`src/rtl/yzh_paket.sv`:
```
// Opcodes, FSM encoding and shared limits for the accelerator command sequencer.
package yzh_paket;

  localparam logic [2:0] OP_NOP        = 3'd0;
  localparam logic [2:0] OP_FILTRE_RS1 = 3'd1;
  localparam logic [2:0] OP_FILTRE_RS2 = 3'd2;
  localparam logic [2:0] OP_FILTRE_SIL = 3'd3;
  localparam logic [2:0] OP_VERI_RS1   = 3'd4;
  localparam logic [2:0] OP_VERI_RS2   = 3'd5;
  localparam logic [2:0] OP_VERI_SIL   = 3'd6;
  localparam logic [2:0] OP_CONV_RUN   = 3'd7;

  localparam logic [1:0] BOSTA      = 2'd0;
  localparam logic [1:0] CONV_BEKLE = 2'd1;
  localparam logic [1:0] SONUC      = 2'd2;

  localparam logic [5:0] MAX_ELEMAN = 6'd16;

  typedef struct packed {
    logic [2:0]  op;
    logic [31:0] rs1;
    logic [31:0] rs2;
    logic [4:0]  rd;
  } komut_t;

  // RS2 loads carry two elements, RS1 loads one; one extra bit exposes overflow.
  function automatic logic [5:0] yukle_toplam(input logic [4:0] sayac, input logic [2:0] op);
    return {1'b0, sayac} + (((op == OP_FILTRE_RS2) || (op == OP_VERI_RS2)) ? 6'd2 : 6'd1);
  endfunction

endpackage

```
`src/rtl/yzh_komut_kuyrugu.sv`:
```
// Command FIFO between decode and the sequencer; wrap-bit pointers give full/empty.
module yzh_komut_kuyrugu
  import yzh_paket::*;
#(
  parameter int unsigned DERINLIK = 4
) (
  input  logic   clk_i,
  input  logic   rst_i,
  input  logic   yaz_i,
  input  logic   oku_i,
  input  komut_t veri_i,
  output komut_t veri_o,
  output logic   dolu_o,
  output logic   bos_o
);

  localparam int unsigned AW = $clog2(DERINLIK);

  komut_t         mem [DERINLIK];
  logic [AW:0]    yaz_ptr;
  logic [AW:0]    oku_ptr;

  assign bos_o  = (yaz_ptr == oku_ptr);
  assign dolu_o = (yaz_ptr[AW] != oku_ptr[AW]) && (yaz_ptr[AW-1:0] == oku_ptr[AW-1:0]);
  assign veri_o = mem[oku_ptr[AW-1:0]];

  always_ff @(posedge clk_i or negedge rst_i) begin
    if (!rst_i) begin
      yaz_ptr <= '0;
      oku_ptr <= '0;
    end else begin
      if (yaz_i && !dolu_o) yaz_ptr <= yaz_ptr + 1'b1;
      if (oku_i && !bos_o)  oku_ptr <= oku_ptr + 1'b1;
    end
  end

  always_ff @(posedge clk_i) begin
    if (yaz_i && !dolu_o) mem[yaz_ptr[AW-1:0]] <= veri_i;
  end

endmodule

```
`src/rtl/yapay_zeka_denetleyici.sv`:
```
// Sequencer that issues queued accelerator commands as registered hzl_* strobes
// and returns conv_run results for writeback.
//   state      | meaning
//   BOSTA      | idle, pops one command per cycle unless frozen
//   CONV_BEKLE | conv request held, waiting for result or timeout
//   SONUC      | result presented until writeback accepts it
module yapay_zeka_denetleyici
  import yzh_paket::*;
#(
  parameter int unsigned KUYRUK_DERINLIK = 4,
  parameter int unsigned ZAMAN_ASIMI     = 64
) (
  input  logic        clk_i,
  input  logic        rst_i,
  input  logic        durdur_i,
  input  logic        komut_gecerli_i,
  input  logic [2:0]  komut_op_i,
  input  logic [31:0] komut_rs1_i,
  input  logic [31:0] komut_rs2_i,
  input  logic [4:0]  komut_rd_i,
  output logic        komut_hazir_o,
  output logic        hzl_blok_aktif_o,
  output logic [31:0] hzl_rs1_o,
  output logic [31:0] hzl_rs2_o,
  output logic        hzl_filtre_rs1_en_o,
  output logic        hzl_filtre_rs2_en_o,
  output logic        hzl_filtre_sil_o,
  output logic        hzl_veri_rs1_en_o,
  output logic        hzl_veri_rs2_en_o,
  output logic        hzl_veri_sil_o,
  output logic        hzl_conv_yap_en_o,
  input  logic [31:0] hzl_sonuc_i,
  input  logic        hzl_conv_hazir_i,
  input  logic        hzl_stall_i,
  output logic        sonuc_gecerli_o,
  output logic [31:0] sonuc_o,
  output logic [4:0]  sonuc_rd_o,
  input  logic        sonuc_kabul_i,
  output logic        hata_o,
  output logic        mesgul_o
);

  localparam int unsigned TW = $clog2(ZAMAN_ASIMI + 1);

  komut_t          gelen, bas;
  logic            dolu, bos, push, pop;
  logic [1:0]      durum, durum_d;
  logic [4:0]      filtre_sayac, filtre_d, veri_sayac, veri_d;
  logic [TW-1:0]   zaman, zaman_d;
  logic [5:0]      toplam;
  logic            f1_d, f2_d, fsil_d, v1_d, v2_d, vsil_d, conv_d, hata_d, gecerli_d;
  logic [31:0]     rs1_d, rs2_d, sonuc_d;
  logic [4:0]      rd_d;

  assign gelen         = '{op: komut_op_i, rs1: komut_rs1_i, rs2: komut_rs2_i, rd: komut_rd_i};
  assign push          = komut_gecerli_i && (komut_op_i != OP_NOP) && !dolu;
  assign pop           = (durum == BOSTA) && !durdur_i && !bos;
  assign komut_hazir_o = !dolu;
  assign mesgul_o      = !bos || (durum != BOSTA);

  yzh_komut_kuyrugu #(.DERINLIK(KUYRUK_DERINLIK)) u_kuyruk (
    .clk_i  (clk_i),
    .rst_i  (rst_i),
    .yaz_i  (push),
    .oku_i  (pop),
    .veri_i (gelen),
    .veri_o (bas),
    .dolu_o (dolu),
    .bos_o  (bos)
  );

  always_comb begin
    durum_d   = durum;
    filtre_d  = filtre_sayac;
    veri_d    = veri_sayac;
    zaman_d   = zaman;
    toplam    = 6'd0;
    f1_d      = 1'b0;
    f2_d      = 1'b0;
    fsil_d    = 1'b0;
    v1_d      = 1'b0;
    v2_d      = 1'b0;
    vsil_d    = 1'b0;
    conv_d    = 1'b0;
    hata_d    = 1'b0;
    rs1_d     = hzl_rs1_o;
    rs2_d     = hzl_rs2_o;
    gecerli_d = sonuc_gecerli_o;
    sonuc_d   = sonuc_o;
    rd_d      = sonuc_rd_o;
    case (durum)
      BOSTA: if (pop) begin
        rs1_d = bas.rs1;
        rs2_d = bas.rs2;
        case (bas.op)
          OP_FILTRE_RS1, OP_FILTRE_RS2: begin
            toplam = yukle_toplam(filtre_sayac, bas.op);
            if (toplam > MAX_ELEMAN) hata_d = 1'b1;
            else begin
              filtre_d = toplam[4:0];
              f1_d     = (bas.op == OP_FILTRE_RS1);
              f2_d     = (bas.op == OP_FILTRE_RS2);
            end
          end
          OP_VERI_RS1, OP_VERI_RS2: begin
            toplam = yukle_toplam(veri_sayac, bas.op);
            if (toplam > MAX_ELEMAN) hata_d = 1'b1;
            else begin
              veri_d = toplam[4:0];
              v1_d   = (bas.op == OP_VERI_RS1);
              v2_d   = (bas.op == OP_VERI_RS2);
            end
          end
          OP_FILTRE_SIL: begin
            filtre_d = 5'd0;
            fsil_d   = 1'b1;
          end
          OP_VERI_SIL: begin
            veri_d = 5'd0;
            vsil_d = 1'b1;
          end
          OP_CONV_RUN: begin
            rd_d = bas.rd;
            // An empty matrix never reaches the accelerator.
            if ((filtre_sayac == 5'd0) || (veri_sayac == 5'd0)) begin
              sonuc_d   = 32'd0;
              gecerli_d = 1'b1;
              hata_d    = 1'b1;
              durum_d   = SONUC;
            end else begin
              conv_d  = 1'b1;
              zaman_d = TW'(ZAMAN_ASIMI);
              durum_d = CONV_BEKLE;
            end
          end
          default: ;
        endcase
      end
      CONV_BEKLE: begin
        if (hzl_conv_hazir_i && !hzl_stall_i) begin
          sonuc_d   = hzl_sonuc_i;
          gecerli_d = 1'b1;
          durum_d   = SONUC;
        end else if (!durdur_i && (zaman == TW'(1))) begin
          sonuc_d   = 32'd0;
          gecerli_d = 1'b1;
          hata_d    = 1'b1;
          durum_d   = SONUC;
        end else begin
          conv_d = 1'b1;
          if (!durdur_i) zaman_d = zaman - TW'(1);
        end
      end
      SONUC: if (sonuc_kabul_i) begin
        gecerli_d = 1'b0;
        durum_d   = BOSTA;
      end
      default: durum_d = BOSTA;
    endcase
  end

  always_ff @(posedge clk_i or negedge rst_i) begin
    if (!rst_i) begin
      durum               <= BOSTA;
      filtre_sayac        <= 5'd0;
      veri_sayac          <= 5'd0;
      zaman               <= '0;
      hzl_rs1_o           <= 32'd0;
      hzl_rs2_o           <= 32'd0;
      hzl_filtre_rs1_en_o <= 1'b0;
      hzl_filtre_rs2_en_o <= 1'b0;
      hzl_filtre_sil_o    <= 1'b0;
      hzl_veri_rs1_en_o   <= 1'b0;
      hzl_veri_rs2_en_o   <= 1'b0;
      hzl_veri_sil_o      <= 1'b0;
      hzl_conv_yap_en_o   <= 1'b0;
      hzl_blok_aktif_o    <= 1'b0;
      hata_o              <= 1'b0;
      sonuc_gecerli_o     <= 1'b0;
      sonuc_o             <= 32'd0;
      sonuc_rd_o          <= 5'd0;
    end else begin
      durum               <= durum_d;
      filtre_sayac        <= filtre_d;
      veri_sayac          <= veri_d;
      zaman               <= zaman_d;
      hzl_rs1_o           <= rs1_d;
      hzl_rs2_o           <= rs2_d;
      hzl_filtre_rs1_en_o <= f1_d;
      hzl_filtre_rs2_en_o <= f2_d;
      hzl_filtre_sil_o    <= fsil_d;
      hzl_veri_rs1_en_o   <= v1_d;
      hzl_veri_rs2_en_o   <= v2_d;
      hzl_veri_sil_o      <= vsil_d;
      hzl_conv_yap_en_o   <= conv_d;
      hzl_blok_aktif_o    <= f1_d | f2_d | fsil_d | v1_d | v2_d | vsil_d | conv_d;
      hata_o              <= hata_d;
      sonuc_gecerli_o     <= gecerli_d;
      sonuc_o             <= sonuc_d;
      sonuc_rd_o          <= rd_d;
    end
  end

endmodule
```
`config.mk`:
```
export PLATFORM = sky130hd
export DESIGN_NAME = yapay_zeka_denetleyici
export DESIGN_NICKNAME = d
export VERILOG_FILES = /design/src/rtl/yzh_paket.sv /design/src/rtl/yzh_komut_kuyrugu.sv /design/src/rtl/yapay_zeka_denetleyici.sv
export SDC_FILE = /design/constraint.sdc
export NUM_CORES = 1
export LEC_CHECK = 0
export ABC_AREA = 1
export CAP_MARGIN = 30
export CELL_PAD_IN_SITES_DETAIL_PLACEMENT = 0
export CELL_PAD_IN_SITES_GLOBAL_PLACEMENT = 1
export CORE_MARGIN = 3
export CORE_UTILIZATION = 45
export CTS_CLUSTER_DIAMETER = 80
export DETAILED_ROUTE_END_ITERATION = 6
export GPL_TIMING_DRIVEN = 0
export PLACE_DENSITY_LB_ADDON = 0.1
export SLEW_MARGIN = 20
export SYNTH_ARGS = -nofsm -noshare
export SYNTH_HDL_FRONTEND = slang
export SYNTH_SLANG_ARGS = --single-unit
```
`constraint.sdc`:
```
create_clock -name clk_i -period 9.06 [get_ports clk_i]
set_clock_uncertainty 0.2 [all_clocks]
set_input_delay 1.359 -clock clk_i [delete_from_list [all_inputs] [get_ports clk_i]]
set_output_delay 1.359 -clock clk_i [all_outputs]
set_load 0.02 [all_outputs]
```
# Word-level counts from Yosys, hierarchy flattened
# Memory sizes are Yosys's and may differ from the RTL's.
# Index checks and enable logic that the tools add are counted.
[classes]
add_sub_neg = 5
magnitude_cmp = 2
n_eq_ne = 24
muxes = 70
n_bitwise = 6
n_reduce_logical = 35
[ops]
columns = ["operator", "count"]
rows = [
  ["32-bit two-way mux", 5],
  ["32-bit case mux with 2 select lines", 1],
  ["7-bit two-way mux", 6],
  ["1-bit two-way mux", 41],
  ["5-bit case mux with 2 select lines", 2],
  ["2-bit two-way mux", 7],
  ["2-bit inequality test, second input constant", 7],
  ["7-bit case mux with 2 select lines", 1],
  ["3-bit equality test, second input constant", 4],
  ["6-bit by 5-bit greater-than comparator with 1-bit output, second input constant", 2],
  ["4-bit AND reduction", 3],
  ["5-bit zero test", 2],
  ["5-bit two-way mux", 2],
  ["1-bit logical AND", 9],
  ["2-bit nonzero test", 4],
  ["7-bit by 1-bit equality test with 1-bit output, second input constant", 1],
  ["7-bit AND reduction", 1],
  ["7-bit by 1-bit subtractor with 7-bit output, second input constant", 1],
  ["3-bit by 1-bit adder with 3-bit output, second input constant", 2],
  ["5-bit by 2-bit adder with 6-bit output", 1],
  ["5-bit by 6-bit adder with 6-bit output", 1],
  ["3-bit by 2-bit equality test with 1-bit output, second input constant", 2],
  ["2-bit by 1-bit inequality test with 1-bit output, second input constant", 3],
  ["1-bit OR", 6],
  ["other kinds (19)", 28],
]
[totals]
register_bits = 136
ram_bits = 288
input_bits = 111
output_inout_bits = 113
wordCells = 163
mem_count = 1
[mem_list]
columns = ["memory", "words", "word_bits", "rd", "rd_clocked_by_memory_dff", "write_ports", "line_no", "rtl"]
rows = [
  ["u_kuyruk.mem", 4, 72, 1, 0, 1, "yzh_komut_kuyrugu.sv:19", "komut_t mem [DERINLIK];"],
]

# Longest topological paths before layout
# An unclocked memory read counts as a cell.
[logic_depth]
ltp_word = 16
ltp_mapped = 24
depth_no_buf = 23

# Modules after synthesis
# A second synthesis with hierarchy kept.
[hier_totals]
hier_cells = 1441
area_unflattened_um2 = 16714.8
[by_module_without_submodules]
columns = ["module", "n_inst", "cells_each", "area_each_um2", "seq_area_each_um2"]
rows = [
  ["yzh_komut_kuyrugu", 1, 757, 11050.6, 8798.4],
  ["yapay_zeka_denetleyici", 1, 684, 5664.2, 3253.1],
]

# Worst setup path after synthesis
# OpenSTA, ideal clock, no wires.
[synth_path]
kind = "input to register"
start = "in komut_op_i[1]"
end = "mem u_kuyruk.mem[3][0] in the netlist's numbering, enable pin"
setup_time_ns = 0.506
arrival_time_ns = 4.750
t_required_ns = 8.354
slack_ns = 3.604
path_stages = 3
n_path_buf = 0
path_cell_list = "or3_1 > nand3_1 > nor2_1"
[synth_via]
elab_chain_cells = 6
[synth_rtl]
columns = ["element", "line_no", "rtl"]
rows = [
  ["start, declared", "yapay_zeka_denetleyici.sv:17", "input logic [2:0] komut_op_i,"],
  ["3-bit nonzero test", "yapay_zeka_denetleyici.sv:56", "assign push = komut_gecerli_i && (komut_op_i != OP_NOP) && !dolu;"],
  ["1-bit logical AND (2 in a row)", "yapay_zeka_denetleyici.sv:56", ""],
  ["1-bit logical AND", "yzh_komut_kuyrugu.sv:38", "if (yaz_i && !dolu_o) mem[yaz_ptr[AW-1:0]] <= veri_i;"],
  ["1-bit two-way mux", "yzh_komut_kuyrugu.sv:38", ""],
  ["1-bit two-way mux (not written as such)", "yzh_komut_kuyrugu.sv:38", ""],
  ["end, declared", "yzh_komut_kuyrugu.sv:19", ""],
]
# No other way between the ends.

# Worst setup path in the final report
[layout_path]
start = "reg u_kuyruk.oku_ptr[1]"
end = "reg veri_sayac[4]"
[layout_via]
elab_chain_cells = 8
word_cells_on_any_way = 18
cone_classes = "add/sub: 1; order compare: 1; eq/ne: 6; mux: 3; reduce/logical: 6; memory: 1"
[layout_rtl]
columns = ["element", "line_no", "rtl"]
rows = [
  ["start, declared", "yzh_komut_kuyrugu.sv:21", "logic [AW:0] oku_ptr;"],
  ["start signal, assigned", "yzh_komut_kuyrugu.sv:33", "if (oku_i && !bos_o) oku_ptr <= oku_ptr + 1'b1;"],
  ["memory read 4 x 72 bit", "--", ""],
  ["3-bit by 2-bit equality test with 1-bit output or 3-bit equality test (tied branches)", "yzh_paket.sv:28, yapay_zeka_denetleyici.sv:95", ""],
  ["1-bit logical OR", "yzh_paket.sv:28", "return {1'b0, sayac} + (((op == OP_FILTRE_RS2) || (op == OP_VERI_RS2)) ? 6'd2 : 6'd1);"],
  ["2-bit two-way mux", "yzh_paket.sv:28", ""],
  ["5-bit by 2-bit adder with 6-bit output", "yzh_paket.sv:28", ""],
  ["6-bit by 5-bit greater-than comparator with 1-bit output", "yapay_zeka_denetleyici.sv:107", "if (toplam > MAX_ELEMAN) hata_d = 1'b1;"],
  ["2-bit inequality test (no line)", "--", ""],
  ["4-bit AND reduction (no line)", "--", ""],
  ["end signal, assigned", "yapay_zeka_denetleyici.sv:185", "veri_sayac <= veri_d;"],
  ["end, declared", "yapay_zeka_denetleyici.sv:48", "logic [4:0] filtre_sayac, filtre_d, veri_sayac, veri_d;"],
]
# Several ways; a longest one is shown, not always the timed one. The select of a mux whose other input is x is not followed.
# A chain may end at the register's enable or synchronous reset.

==> impl_metrics.env <==
export IMPL_start_util_pct=46.25
export IMPL_pre_cts_ws_ns=4.896
export IMPL_dp_cells=2144
export IMPL_start_kind="flip-flop"
export IMPL_hp_class="reg -> reg"
export IMPL_cts_root_buf="clkbuf_16"
export IMPL_routabilityCongestion=0.7644
export IMPL_globalRouteOverflowTotal=0
export IMPL_avgViaCountPerCell=5.080
export IMPL_most_common_layout_cells="nor2_1 (359), edfxtp_1 (288), nand2_1 (224), clkdlybuf4s50_1 (222), o21ai_0 (145)"
export IMPL_relSlewSlack_pct=50.62
export IMPL_antenna_found_initial=5
export IMPL_ys_seq_area_share_pct=72.21
export IMPL_whs_ns=0.2664
export IMPL_gr_usage_met2_pct=34.54
export IMPL_antenna_left=0
export IMPL_cap_violations=0
export IMPL_worst_slew_pin_slew_ns=0.7408
export IMPL_fp_dieH_um=198.6
export IMPL_ir_drop_mv=0.1716
export IMPL_critPathRequiredTime_ns=9.28
export IMPL_status="complete, no violations"
export IMPL_drtPass1Iterations=6
export IMPL_clk_latency_ns=0.55
export IMPL_gr_usage_met1_pct=28.28
export IMPL_slew_violations=0
export IMPL_critPathMaxFanout=10
export IMPL_cts_htree_levels=2
export IMPL_leakage_nw=8.203
export IMPL_setup_viol=0
export IMPL_syn_to_final_growth_pct=27.40
export IMPL_finalPower_mw=7.379
export IMPL_postPlaceCellArea_um2=19960
export IMPL_final_setup_worst_slack_ns=5.168
export IMPL_yosys_warnings=0
export IMPL_syn_nets=1568
export IMPL_final_nets=1853
export IMPL_cts_hold_buffers=0
export IMPL_final_common_cell="nor2_1"
export IMPL_powerDensity_nw_per_um2=347.1
export IMPL_grt_pass1_wl_um=63230
export IMPL_core_area_um2=36090
export IMPL_syn_area_per_cell_um2=11.56
export IMPL_drc=0
export IMPL_dp_hpwl_um=27440
export IMPL_ios=224
export IMPL_cp_arrival_ns=4.11
export IMPL_netlist_area_um2=16690
export IMPL_ys_ff_latch=424
export IMPL_cts_tree="yes"
export IMPL_port_buffers=223
export IMPL_fmax_mhz=256.9
export IMPL_hold_depth=2
export IMPL_final_cells=2226
export IMPL_die_area_um2=39430
export IMPL_drt_wl_total_um=41040
export IMPL_drt_iter0_markers=571
export IMPL_ys_types=31
export IMPL_cts_max_path_buffers=3
export IMPL_grt_use_met3_pct=3.794
export IMPL_rsz0062_at_grt="false"
export IMPL_post_cts_resized=0
export IMPL_grt_use_total_pct=20.80
export IMPL_syn_inst=1444
export IMPL_num_vias=11307
export IMPL_grt_max_degree=89
export IMPL_cts_buffers=44
export IMPL_cts_sinks=424
export IMPL_cts_setup_buffers=0
export IMPL_endpoint_kind="flip-flop"
export IMPL_dieWidth_um=198.6
export IMPL_drive_gt1_share_pct=7.880
export IMPL_fp_row_count=69
export IMPL_clkTransAtPathRegs_ns=0.06
export IMPL_min_period_over_period_pct=42.96
export IMPL_hold_viol_final=0
export IMPL_timing_worst_setup_path_type="reg -> reg"
export IMPL_setup_tns_final_ns=0
export IMPL_grt_busiest_layer="met2"
export IMPL_r2r_cells=18
export IMPL_final_util_pct=58.92
export IMPL_design_area_um2=21260
export IMPL_wl_per_cell_um=18.44
export IMPL_timing_final_crit_period_ns=3.892
export IMPL_grt_pass1_vias=11203
-- flip-flops by register name, summed over array words and instances (netlist names), 5 cells and up --
name          count
filtre_sayac      5
u_kuyruk.mem    288
zaman             7
veri_sayac        5
hzl_rs2_o        32
sonuc_o          32
hzl_rs1_o        32
sonuc_rd_o        5
-- cells in the mapped netlist, drive strengths merged --
library cell	instances	area share, %
edfxtp	288	52
xnor2	1	0.052
a31oi	64	2.4
nor2	368	8.4
a21oi	4	0.12
nand2	230	5.3
inv	41	0.92
fa	2	0.24
buf	49	1.7
clkbuf	23	0.52
nor3	2	0.090
or3	1	0.038
o22ai	5	0.19
ha	11	0.82
or2	2	0.075
nand4	17	0.73
nand3	41	1.2
xor2	9	0.47
dfrtp	136	20
o21ai	150	4.5
-- where the power goes --
part	switching [mW]	internal [mW]
clock network	0.726	0.920
registers	0.223	2.60
logic	1.82	1.09
total	2.77	4.61
-- final timing paths --
path / start / end / slack (ns)
max: u_kuyruk.oku_ptr[1] / veri_sayac[4] / 5.17
min: sonuc_gecerli_o / sonuc_gecerli_o / 0.27
max reg2reg: u_kuyruk.oku_ptr[1] / veri_sayac[4] / 5.17
min reg2reg: sonuc_gecerli_o / sonuc_gecerli_o / 0.27
max in group asynchronous: rst_i / sonuc_o[9] / 7.32
min in group asynchronous: rst_i / filtre_sayac[1] / 0.54
-- final cells by class --
class	instances	area (um^2)
flip-flops and latches	424	12050
clock inverters	18	108.9
diodes	1	2.502
fillers	3028	14830
multi-input cells	907	4150
well taps	461	576.8
clock buffers	63	1192
inverters	41	153.9
repair buffers	239	2663
plain buffers	72	362.8
-- routing by layer --
metal,wire [um],vias to the layer above
li1,-,5527
met1,17800,5370
met2,19480,326
met3,2676,76
met4,1029,8
met5,58,-
-- logic make-up (layout without fill, tap and decap cells) --
| group | Yosys count | count (layout) | synth area share [%] |
|---|---|---|---|
| AOI/OAI and AO/OA | 223 | 223 | 7.205 |
| xor gates and xnor gates | 10 | 10 | 0.5249 |
| adders and majority gates | 13 | 13 | 1.065 |
| buffers and inverters | 113 | 433 | 3.096 |
| DFF | 424 | 424 | 72.21 |
| other | 0 | 1 | 0 |
| and+or+nand+nor | 661 | 661 | 15.89 |
-- critical path: stages, from the launching register on --
cell	delay, ns
dfrtp_1	0.44
inv_1	0.16
buf_2	0.32
nand3_1	0.11
nand2_1	0.16
nand3_1	0.15
nand2_1	0.25
inv_1	0.13
ha_1	0.24
fa_1	0.46
or2_2	0.30
nor2_1	0.10
nand3_1	0.08
nand2_1	0.09
nand2_1	0.10
nand2_1	0.10
nand2_1	0.19
nand2_1	0.11
o21ai_0	0.08
Power figures use the tool's default switching activity.
